===== config.mk =====
export PLATFORM = sky130hd
export DESIGN_NAME = alu8_arbiter
export DESIGN_NICKNAME = d
export VERILOG_FILES = /design/src/rtl/alu8_pkg.sv /design/src/rtl/alu8_core.sv /design/src/rtl/alu8_arbiter.sv
export SDC_FILE = /design/constraint.sdc
export NUM_CORES = 1
export LEC_CHECK = 0
export CORE_UTILIZATION = 55
export CTS_CLUSTER_SIZE = 8
export DETAILED_ROUTE_END_ITERATION = 10
export GPL_TIMING_DRIVEN = 0
export PLACE_DENSITY = 0.9
export SETUP_SLACK_MARGIN = 0.4
export SYNTH_ARGS = -nofsm -noshare
export SYNTH_HDL_FRONTEND = slang
export SYNTH_SLANG_ARGS = --single-unit

===== constraint.sdc =====
create_clock -name clk -period 7 [get_ports clk]
set_input_delay 1.75 -clock clk [delete_from_list [all_inputs] [get_ports clk]]
set_output_delay 1.75 -clock clk [all_outputs]
set_load 0.02 [all_outputs]

===== src/rtl/alu8_pkg.sv =====
// Shared types and default widths for the two-requester ALU arbiter.
// Used by every file of alu8_arbiter, including the optional ALU8_ARBITER_FLAGS_EN outputs.
package alu8_pkg;

    localparam int DATA_W_DEF = 8;
    localparam int OP_W_DEF   = 3;

    typedef enum logic [2:0] {
        OP_ADD  = 3'd0,
        OP_SUB  = 3'd1,
        OP_NOTA = 3'd2,
        OP_NAND = 3'd3,
        OP_NOR  = 3'd4,
        OP_AND  = 3'd5,
        OP_OR   = 3'd6,
        OP_XOR  = 3'd7
    } alu_op_e;

    typedef enum logic [1:0] {
        ST_IDLE = 2'd0,
        ST_EXEC = 2'd1,
        ST_RESP = 2'd2
    } state_e;

endpackage


===== src/rtl/alu8_core.sv =====
// Purely combinational ALU: result plus carry-out (add) or borrow (sub).
// The carry bit is consumed by the top only when ALU8_ARBITER_FLAGS_EN is defined.
module alu8_core
    import alu8_pkg::*;
#(
    parameter int DATA_W = DATA_W_DEF,
    parameter int OP_W   = OP_W_DEF
) (
    input  logic [DATA_W-1:0] a,
    input  logic [DATA_W-1:0] b,
    input  logic [OP_W-1:0]   op,
    output logic [DATA_W-1:0] r,
    output logic              carry
);

    logic [DATA_W:0] sum;
    logic [DATA_W:0] diff;

    // The extra top bit of diff is set exactly when a < b, i.e. the borrow.
    assign sum  = {1'b0, a} + {1'b0, b};
    assign diff = {1'b0, a} - {1'b0, b};

    always_comb begin
        // NOTE: outputs get a default before the case so no path leaves them unassigned (no latch).
        r     = '0;
        carry = 1'b0;
        case (op)
            OP_ADD: begin
                r     = sum[DATA_W-1:0];
                carry = sum[DATA_W];
            end
            OP_SUB: begin
                r     = diff[DATA_W-1:0];
                carry = diff[DATA_W];
            end
            OP_NOTA: r = ~a;
            OP_NAND: r = ~(a & b);
            OP_NOR:  r = ~(a | b);
            OP_AND:  r = a & b;
            OP_OR:   r = a | b;
            OP_XOR:  r = a ^ b;
            default: r = '0;
        endcase
    end

endmodule


===== src/rtl/alu8_arbiter.sv =====
// Round-robin arbiter feeding one ALU: IDLE (grant) -> EXEC -> RESP (hold until taken).
// Define ALU8_ARBITER_FLAGS_EN to add the registered rsp_zero / rsp_carry outputs.
module alu8_arbiter
    import alu8_pkg::*;
#(
    parameter int DATA_W = DATA_W_DEF,
    parameter int OP_W   = OP_W_DEF
) (
    input  logic                clk,
    input  logic                rst,
    input  logic [1:0]          req_valid,
    output logic [1:0]          req_ready,
    input  logic [2*OP_W-1:0]   req_op,
    input  logic [2*DATA_W-1:0] req_a,
    input  logic [2*DATA_W-1:0] req_b,
    output logic                rsp_valid,
    input  logic                rsp_ready,
    output logic                rsp_id,
    output logic [DATA_W-1:0]   rsp_r
`ifdef ALU8_ARBITER_FLAGS_EN
    ,
    output logic                rsp_zero,
    output logic                rsp_carry
`endif
);

    state_e              state_q, state_d;
    logic                ptr_q, ptr_d;
    logic [OP_W-1:0]     op_q, op_d;
    logic [DATA_W-1:0]   a_q, a_d;
    logic [DATA_W-1:0]   b_q, b_d;
    logic                id_q, id_d;
    logic                rsp_valid_q, rsp_valid_d;
    logic                rsp_id_q, rsp_id_d;
    logic [DATA_W-1:0]   rsp_r_q, rsp_r_d;

    logic                grant;
    logic                gnt_id;
    logic [DATA_W-1:0]   alu_r;
    logic                alu_carry;

    // The pointer only matters on a tie; a lone requester always wins.
    assign gnt_id    = (req_valid == 2'b11) ? ptr_q : req_valid[1];
    assign grant     = (state_q == ST_IDLE) && (|req_valid) && !rst;
    assign req_ready = grant ? (gnt_id ? 2'b10 : 2'b01) : 2'b00;

    alu8_core #(
        .DATA_W (DATA_W),
        .OP_W   (OP_W)
    ) u_core (
        .a     (a_q),
        .b     (b_q),
        .op    (op_q),
        .r     (alu_r),
        .carry (alu_carry)
    );

`ifdef ALU8_ARBITER_FLAGS_EN
    logic zero_q, zero_d;
    logic carry_q, carry_d;
`else
    logic unused_carry;
    assign unused_carry = alu_carry;
`endif

    always_comb begin
        state_d     = state_q;
        ptr_d       = ptr_q;
        op_d        = op_q;
        a_d         = a_q;
        b_d         = b_q;
        id_d        = id_q;
        rsp_valid_d = rsp_valid_q;
        rsp_id_d    = rsp_id_q;
        rsp_r_d     = rsp_r_q;
`ifdef ALU8_ARBITER_FLAGS_EN
        zero_d      = zero_q;
        carry_d     = carry_q;
`endif
        case (state_q)
            ST_IDLE: begin
                if (grant) begin
                    state_d = ST_EXEC;
                    ptr_d   = ~gnt_id;
                    id_d    = gnt_id;
                    op_d    = gnt_id ? req_op[2*OP_W-1:OP_W]   : req_op[OP_W-1:0];
                    a_d     = gnt_id ? req_a[2*DATA_W-1:DATA_W] : req_a[DATA_W-1:0];
                    b_d     = gnt_id ? req_b[2*DATA_W-1:DATA_W] : req_b[DATA_W-1:0];
                end
            end
            ST_EXEC: begin
                state_d     = ST_RESP;
                rsp_valid_d = 1'b1;
                rsp_id_d    = id_q;
                rsp_r_d     = alu_r;
`ifdef ALU8_ARBITER_FLAGS_EN
                zero_d      = (alu_r == '0);
                carry_d     = alu_carry;
`endif
            end
            ST_RESP: begin
                if (rsp_ready) begin
                    state_d     = ST_IDLE;
                    rsp_valid_d = 1'b0;
                end
            end
            default: state_d = ST_IDLE;
        endcase
    end

    always_ff @(posedge clk or posedge rst) begin
        // NOTE: sequential state uses non-blocking assignment so every flop samples pre-edge values.
        if (rst) begin
            state_q     <= ST_IDLE;
            ptr_q       <= 1'b0;
            op_q        <= '0;
            a_q         <= '0;
            b_q         <= '0;
            id_q        <= 1'b0;
            rsp_valid_q <= 1'b0;
            rsp_id_q    <= 1'b0;
            rsp_r_q     <= '0;
`ifdef ALU8_ARBITER_FLAGS_EN
            zero_q      <= 1'b0;
            carry_q     <= 1'b0;
`endif
        end else begin
            state_q     <= state_d;
            ptr_q       <= ptr_d;
            op_q        <= op_d;
            a_q         <= a_d;
            b_q         <= b_d;
            id_q        <= id_d;
            rsp_valid_q <= rsp_valid_d;
            rsp_id_q    <= rsp_id_d;
            rsp_r_q     <= rsp_r_d;
`ifdef ALU8_ARBITER_FLAGS_EN
            zero_q      <= zero_d;
            carry_q     <= carry_d;
`endif
        end
    end

    assign rsp_valid = rsp_valid_q;
    assign rsp_id    = rsp_id_q;
    assign rsp_r     = rsp_r_q;
`ifdef ALU8_ARBITER_FLAGS_EN
    assign rsp_zero  = zero_q;
    assign rsp_carry = carry_q;
`endif

endmodule


==> results.cfg, run 1 <==
[synthesis]
ys_top_cells_by_area = dfrtp_1, ha_1, mux2i_1
synth_area_per_cell_um2 = 8.648
synth_common_cells = nor2_1, a21oi_1, dfrtp_1
ys_types = 50
synth_edf_count = 0
postSynth.topFlopCell = dfrtp_1
netlist_instances = 296
synth_area_um2 = 2560
ys_ff_latch = 33
yosysSeqAreaShare_pct = 32.26
yosys_warnings = 0
synth_most_common_cell = nor2_1
synth_area_leader_cell = dfrtp_1
synth_async_sr_flop_share_pct = 100.0
syn_nets = 364
synth_top_area_share_pct = 32.26

[setup_path]
crit_path_end_kind = output port
cp-start-kind = input port
worst-path-buf-inv = 4
cpPeakStageDelay_ns = 0.60
path_class = in -> out
cpMaxStageDelayCell = clkdlybuf4s50_1
setup.worst_path.start = req_valid[1]
path_max_fanout = 10
path_cells = clkdlybuf4s50_1 > nor2_1 > or4_4 > inv_2 > buf_2 > and2_1 > clkdlybuf4s50_1
crit_top_cell = clkdlybuf4s50_1
arrival_ns = 3.82
rr_startpoint = op_q[1]$_DFFE_PP0P_
crit_family = buffers and inverters
cp.required_ns = 5.25

[drt]
ant_nets = 0
drtPass1Iterations = 4
drt_iter0_drc = 143
drc = 0
wl_per_cell_um = 15.52
num_vias = 2388
via_per_inst = 5.810
drt-total-wl_mm = 6.378

[pwr]
power_switching_mw = 0.6582
pwr-share-clk_pct = 11.3
p_total_mw = 1.436
p_sw_share_pct = 45.84
p_leak_nw = 1.551
seqPwrFrac_pct = 25.4
combPwrFrac_pct = 63.3
irDropWorstVdd_mv = 0.1974
cellPowerDensity_nw_per_um2 = 435.9
internal-power_mw = 0.7777

[die]
dieArea_um2 = 4932
pin_count = 55
core_um2 = 4414
die_h_um = 70.23
fp.dieW_um = 70.23
placementRows = 24
start_util_pct = 57.99

[worst_hold_path]
hold_path_startpoint = rsp_r[3]$_DFFE_PP0P_
hold_path.class = reg -> reg

[timing]
max_freq_mhz = 179.6
min_period_ns = 5.568
setup_viol = 0
max_slew_margin_pct = 53.95
tns_ns = 0
tightest_slew_ns = 0.6882
final-hold-violation-count = 0
rsz0062_at_grt = no
drv_slew = 0
fin_crit_sh_pct = 79.54
final.setup_skew_ns = 0.005369

[cts]
clk_latency_ns = 0.29
cts_setup_buffers = 0
clock_sinks = 33
cts_hold_buf = 0
cts_buffer_depth = 2
htreeDepth = 2
cts-root-buf = clkbuf_8
cts_buffers = 5
clk_pin_slew_ns = 0.07
cts_tree = done
cts_resized = 0

[flow_run]
maxCapViolCount = 0

[grt]
grtUsageMet2_pct = 45.50
grt-ovfl-total = 0
grt_pass1_wl_mm = 10.85
met1_usage_pct = 36.11
grt_pass1_vias = 2414
antenna_found_initial = 0
grtUsageMet3_pct = 3.608
grt_util_all_layers_pct = 27.99
grt.busiest_layer = met2
grt_max_degree = 34

[layout]
nets = 426
fin_util_pct = 74.63
drive_gt1_share_pct = 8.635
diodes = 0
synthToLayoutAreaGrowth_pct = 28.69

[placement]
place_congestion = 0.9333
hpwlAfterDp_mm = 4.917
port_buffers = 54

[status]
status = complete, no violations
==> logic make-up (layout without fill, tap and decap cells) <==
group | Yosys count | count (layout) | synth area share [%]
buffers and inverters | 44 | 107 | 7.380
DFF | 33 | 33 | 32.26
xor gates and xnor gates | 10 | 10 | 3.422
AOI/OAI and AO/OA | 82 | 82 | 20.33
muxes | 25 | 25 | 9.775
and+or+nand+nor | 77 | 77 | 14.32
adders and majority gates | 25 | 25 | 12.51
==> path summary, 6_finish.rpt <==
check                                  endpoint  slack (ns)  depth (start not counted)
setup / recovery                   req_ready[0]        1.43                          7
hold / removal             rsp_r[3]$_DFFE_PP0P_        0.48                          2
setup reg to reg           rsp_r[7]$_DFFE_PP0P_        4.16                          9
hold reg to reg            rsp_r[3]$_DFFE_PP0P_        0.48                          2
max in group asynchronous    b_q[7]$_DFFE_PP0P_        4.83                          3
min in group asynchronous    a_q[4]$_DFFE_PP0P_        1.75                          2
==> registers in the layout (all words and copies together), names as in the netlist <==
name and count:
rsp_id 1, state_q 2, op_q 3, b_q 8, id_q 1, rsp_valid 1
ptr_q 1, a_q 8, rsp_r 8
==> layout by cell type (no fill, tap or decap), types with 2 or more instances in the layout <==
| master | count |
|---|---|
| dfrtp_1 | 33 |
| inv_1 | 24 |
| a22oi_1 | 2 |
| clkbuf_8 | 7 |
| ha_1 | 24 |
| clkdlybuf4s50_1 | 54 |
| a31oi_1 | 7 |
| xnor2_1 | 9 |
| nor3b_1 | 2 |
| mux2i_1 | 25 |
| nand3_1 | 2 |
| a221oi_1 | 4 |
| nor2_1 | 42 |
| o22ai_1 | 3 |
| o221ai_1 | 4 |
| nor2b_1 | 3 |
| clkbuf_1 | 3 |
| a211oi_1 | 6 |
| o21ai_0 | 9 |
| nor4_1 | 3 |
| nand2_1 | 10 |
| a21oi_1 | 34 |
| buf_2 | 12 |
| o31ai_1 | 2 |
| buf_4 | 2 |
| nand2b_1 | 4 |
==> per-layer routing <==
layer / up-vias / wire length, um
met1: 1126 / 2784
met4: 0 / 100
met5: - / 0
met3: 9 / 324
li1: 1170 / -
met2: 83 / 3168
==> cell type report <==
| class | instances | area (um^2) |
|---|---|---|
| buffer | 18 | 91.34 |
| clock buffer | 7 | 96.34 |
| clock inverter | 1 | 5.005 |
| fill | 352 | 1120 |
| inverter | 26 | 97.59 |
| multi-input combinational | 219 | 1545 |
| sequential | 33 | 825.8 |
| tap | 52 | 65.06 |
| timing repair buffer | 55 | 568.0 |
==> power by group through the flow <==
stage | Sequential, mW | Combinational, mW | Clock, mW
floorplan | 0.374 | 0.634 | 0
global placement | 0.362 | 0.861 | 0
detailed placement | 0.366 | 0.893 | 0
CTS | 0.364 | 0.900 | 0.163
global route | 0.377 | 1.01 | 0.170
finish | 0.365 | 0.909 | 0.162
==> metrics by stage <==
step | hold slack [ns] | cells | cell area, um^2 | setup slack (ns)
after floorplan | 0.4395 | 296 | 2560 | 2.517
after global routing | 0.5042 | 411 | 3294 | 1.323
final | 0.4779 | 411 | 3294 | 1.432
after global placement | 0.4607 | 402 | 3166 | 1.479
after detailed placement | 0.4690 | 402 | 3166 | 1.446
after CTS | 0.4846 | 410 | 3267 | 1.435
==> worst register-to-register path: stages (launching register included) <==
cell	delay (ns)
dfrtp_1	0.36
clkbuf_2	0.14
nor3b_2	0.42
mux2i_1	0.40
ha_1	0.29
nor2b_1	0.14
o31a_1	0.27
o41a_1	0.40
nor4_1	0.22
nand3b_1	0.14
(Power assumes the default switching activity.)
==> run 2, diff against run 1 <==
--- a/config.mk
+++ b/config.mk
@@ -5,11 +5,11 @@
 export SDC_FILE = /design/constraint.sdc
 export NUM_CORES = 1
 export LEC_CHECK = 0
-export CORE_UTILIZATION = 55
+export CORE_UTILIZATION = 52
 export CTS_CLUSTER_SIZE = 8
 export DETAILED_ROUTE_END_ITERATION = 10
 export GPL_TIMING_DRIVEN = 0
-export PLACE_DENSITY = 0.9
+export PLACE_DENSITY = 0.85
 export SETUP_SLACK_MARGIN = 0.4
 export SYNTH_ARGS = -nofsm -noshare
 export SYNTH_HDL_FRONTEND = slang
==> constraint.sdc (replaced) <==
create_clock -name clk -period 5.8 [get_ports clk]
set_input_delay 1.45 -clock clk [delete_from_list [all_inputs] [get_ports clk]]
set_output_delay 1.45 -clock clk [all_outputs]
set_load 0.02 [all_outputs]
==> results.cfg, run 2 (synthesis gave the netlist of run 1 again) <==
[status]
status = complete, no violations

[placement]
port_buffers = 54
hpwlAfterDp_mm = 4.660
place_ws_ns = 0.8791
place_inst = 417
place_congestion = 0.9459

[drt]
dr_wl_met3_um = 372
drt_iter0_drc = 123
drt-met1-wl_mm = 2.850
top_layer_used = met4
drt-total-wl_mm = 6.199
drc = 0
via_per_inst = 5.536
num_vias = 2353
drtPass1Iterations = 5
wl_per_cell_um = 14.59
ant_nets = 0
wl_met2_mm = 2.906

[timing]
max_freq_mhz = 203.5
final-hold-violation-count = 0
setup_viol = 0
final.setup_skew_ns = 0.003619
min_period_ns = 4.915
max_slew_margin_pct = 53.97
rsz0062_at_grt = no
layout_setup_ws_ns = 0.8853
drv_slew = 0
tightest_slew_ns = 0.6894
fin_crit_sh_pct = 84.74
tns_ns = 0
fin_hold_ws_ns = 0.4733

[pwr]
pwr-share-clk_pct = 12.9
p_sw_share_pct = 45.23
combPwrFrac_pct = 62.2
irDropWorstVdd_mv = 0.2496
power_switching_mw = 0.8006
p_leak_nw = 1.545
cellPowerDensity_nw_per_um2 = 536.3
seqPwrFrac_pct = 24.9
internal-power_mw = 0.9696

[setup_path]
arrival_ns = 3.46
crit_family = buffers and inverters
r2r-end = rsp_r[7]$_DFFE_PP0P_
cp-start-kind = input port
crit_top_cell = clkdlybuf4s50_1
cpMaxStageDelayCell = clkdlybuf4s50_1
rr_startpoint = op_q[1]$_DFFE_PP0P_
worst-path-buf-inv = 4
regToRegSetupSlack_ns = 2.89
worst-path-stages = 7
path_class = in -> out
cp.required_ns = 4.35
path_cells = clkdlybuf4s50_1 > nor2_1 > or4_4 > inv_2 > buf_2 > and2_1 > clkdlybuf4s50_1
crit_path_end_kind = output port
worst_r2r_path_depth = 9
setup.worst_path.start = req_valid[1]
path_max_fanout = 10
cpPeakStageDelay_ns = 0.59

[layout]
drive_gt1_share_pct = 8.380
final_cell_mix = clkdlybuf4s50_1, nor2_1, a21oi_1, dfrtp_1, mux2i_1
fin_cells = 425
layout_commonest_cell = clkdlybuf4s50_1
diodes = 0
synthToLayoutAreaGrowth_pct = 28.93
nets = 425
fillers = 382
fin_util_pct = 69.88

[worst_hold_path]
hold_path.class = reg -> reg
hold_path_startpoint = rsp_id$_DFFE_PP0P_
whs_path_depth = 2
min_to = rsp_id$_DFFE_PP0P_

[die]
die_h_um = 72.17
dieArea_um2 = 5208
pin_count = 55
start_util_pct = 54.20
fp.dieW_um = 72.17
placementRows = 25
core_um2 = 4723

[cts]
cts_resized = 0
clk_pin_slew_ns = 0.07
cts_buffers = 5
clk_latency_ns = 0.29
htreeDepth = 2
cts-root-buf = clkbuf_8
cts_setup_buffers = 0
cts_buffer_depth = 2
clock_sinks = 33
cts_tree = done
cts_hold_buf = 0

[grt]
antenna_found_initial = 0
grt_pass1_wl_mm = 10.59
grt_max_degree = 34
grt_pass1_vias = 2252
grt_util_all_layers_pct = 26.25
grt-ovfl-total = 0

[flow_run]
maxCapViolCount = 0
## run 2: layer usage
layer  up-vias  track usage (%)
met4         0            8.061
met5         -                0
met2        92            42.47
met1      1082            35.58
li1       1168                -
met3        11            5.139
## run 2: worst max-delay path by stage
stage	to	slack (ns)
final	req_ready[0]	0.89
after global routing	req_ready[0]	0.79
after CTS	req_ready[0]	0.88
after detailed placement	req_ready[0]	0.88
after global placement	req_ready[0]	0.89
after floorplan	req_ready[0]	1.92
## run 2: tightest hold or removal path: cells and delay by family (launching register included)
kind,cells,cell delay [ns]
flip-flops,1,0.34
AND/OR/NAND/NOR,2,0.10
## run 2: final cells by class
type / count / area (um^2) / share of cell area, %
sequential: 33 / 825.8 / 25.02
buffer: 18 / 91.34 / 2.767
clock buffer: 7 / 86.33 / 2.616
multi-input combinational: 219 / 1545 / 46.82
timing repair buffer: 54 / 540.5 / 16.38
tap: 67 / 83.83 / 2.540
clock inverter: 1 / 30.03 / 0.9098
inverter: 26 / 97.59 / 2.957
## run 2: metrics by stage
step / cell area, um^2 / power (mW)
CTS: 3301 / 1.757
detailed placement: 3184 / 1.518
finish: 3301 / 1.770
global route: 3301 / 1.926
global placement: 3184 / 1.486
floorplan: 2560 / 1.216
## run 2: power groups by stage
| stage | Sequential (mW) | Combinational, mW | Clock, mW |
|---|---|---|---|
| 3_5_place_dp | 0.442 | 1.08 | 0 |
| 6_report | 0.440 | 1.10 | 0.229 |
| 4_1_cts | 0.439 | 1.09 | 0.230 |
| 2_1_floorplan | 0.451 | 0.765 | 0 |
| 5_1_grt | 0.452 | 1.23 | 0.241 |
| 3_3_place_gp | 0.437 | 1.05 | 0 |
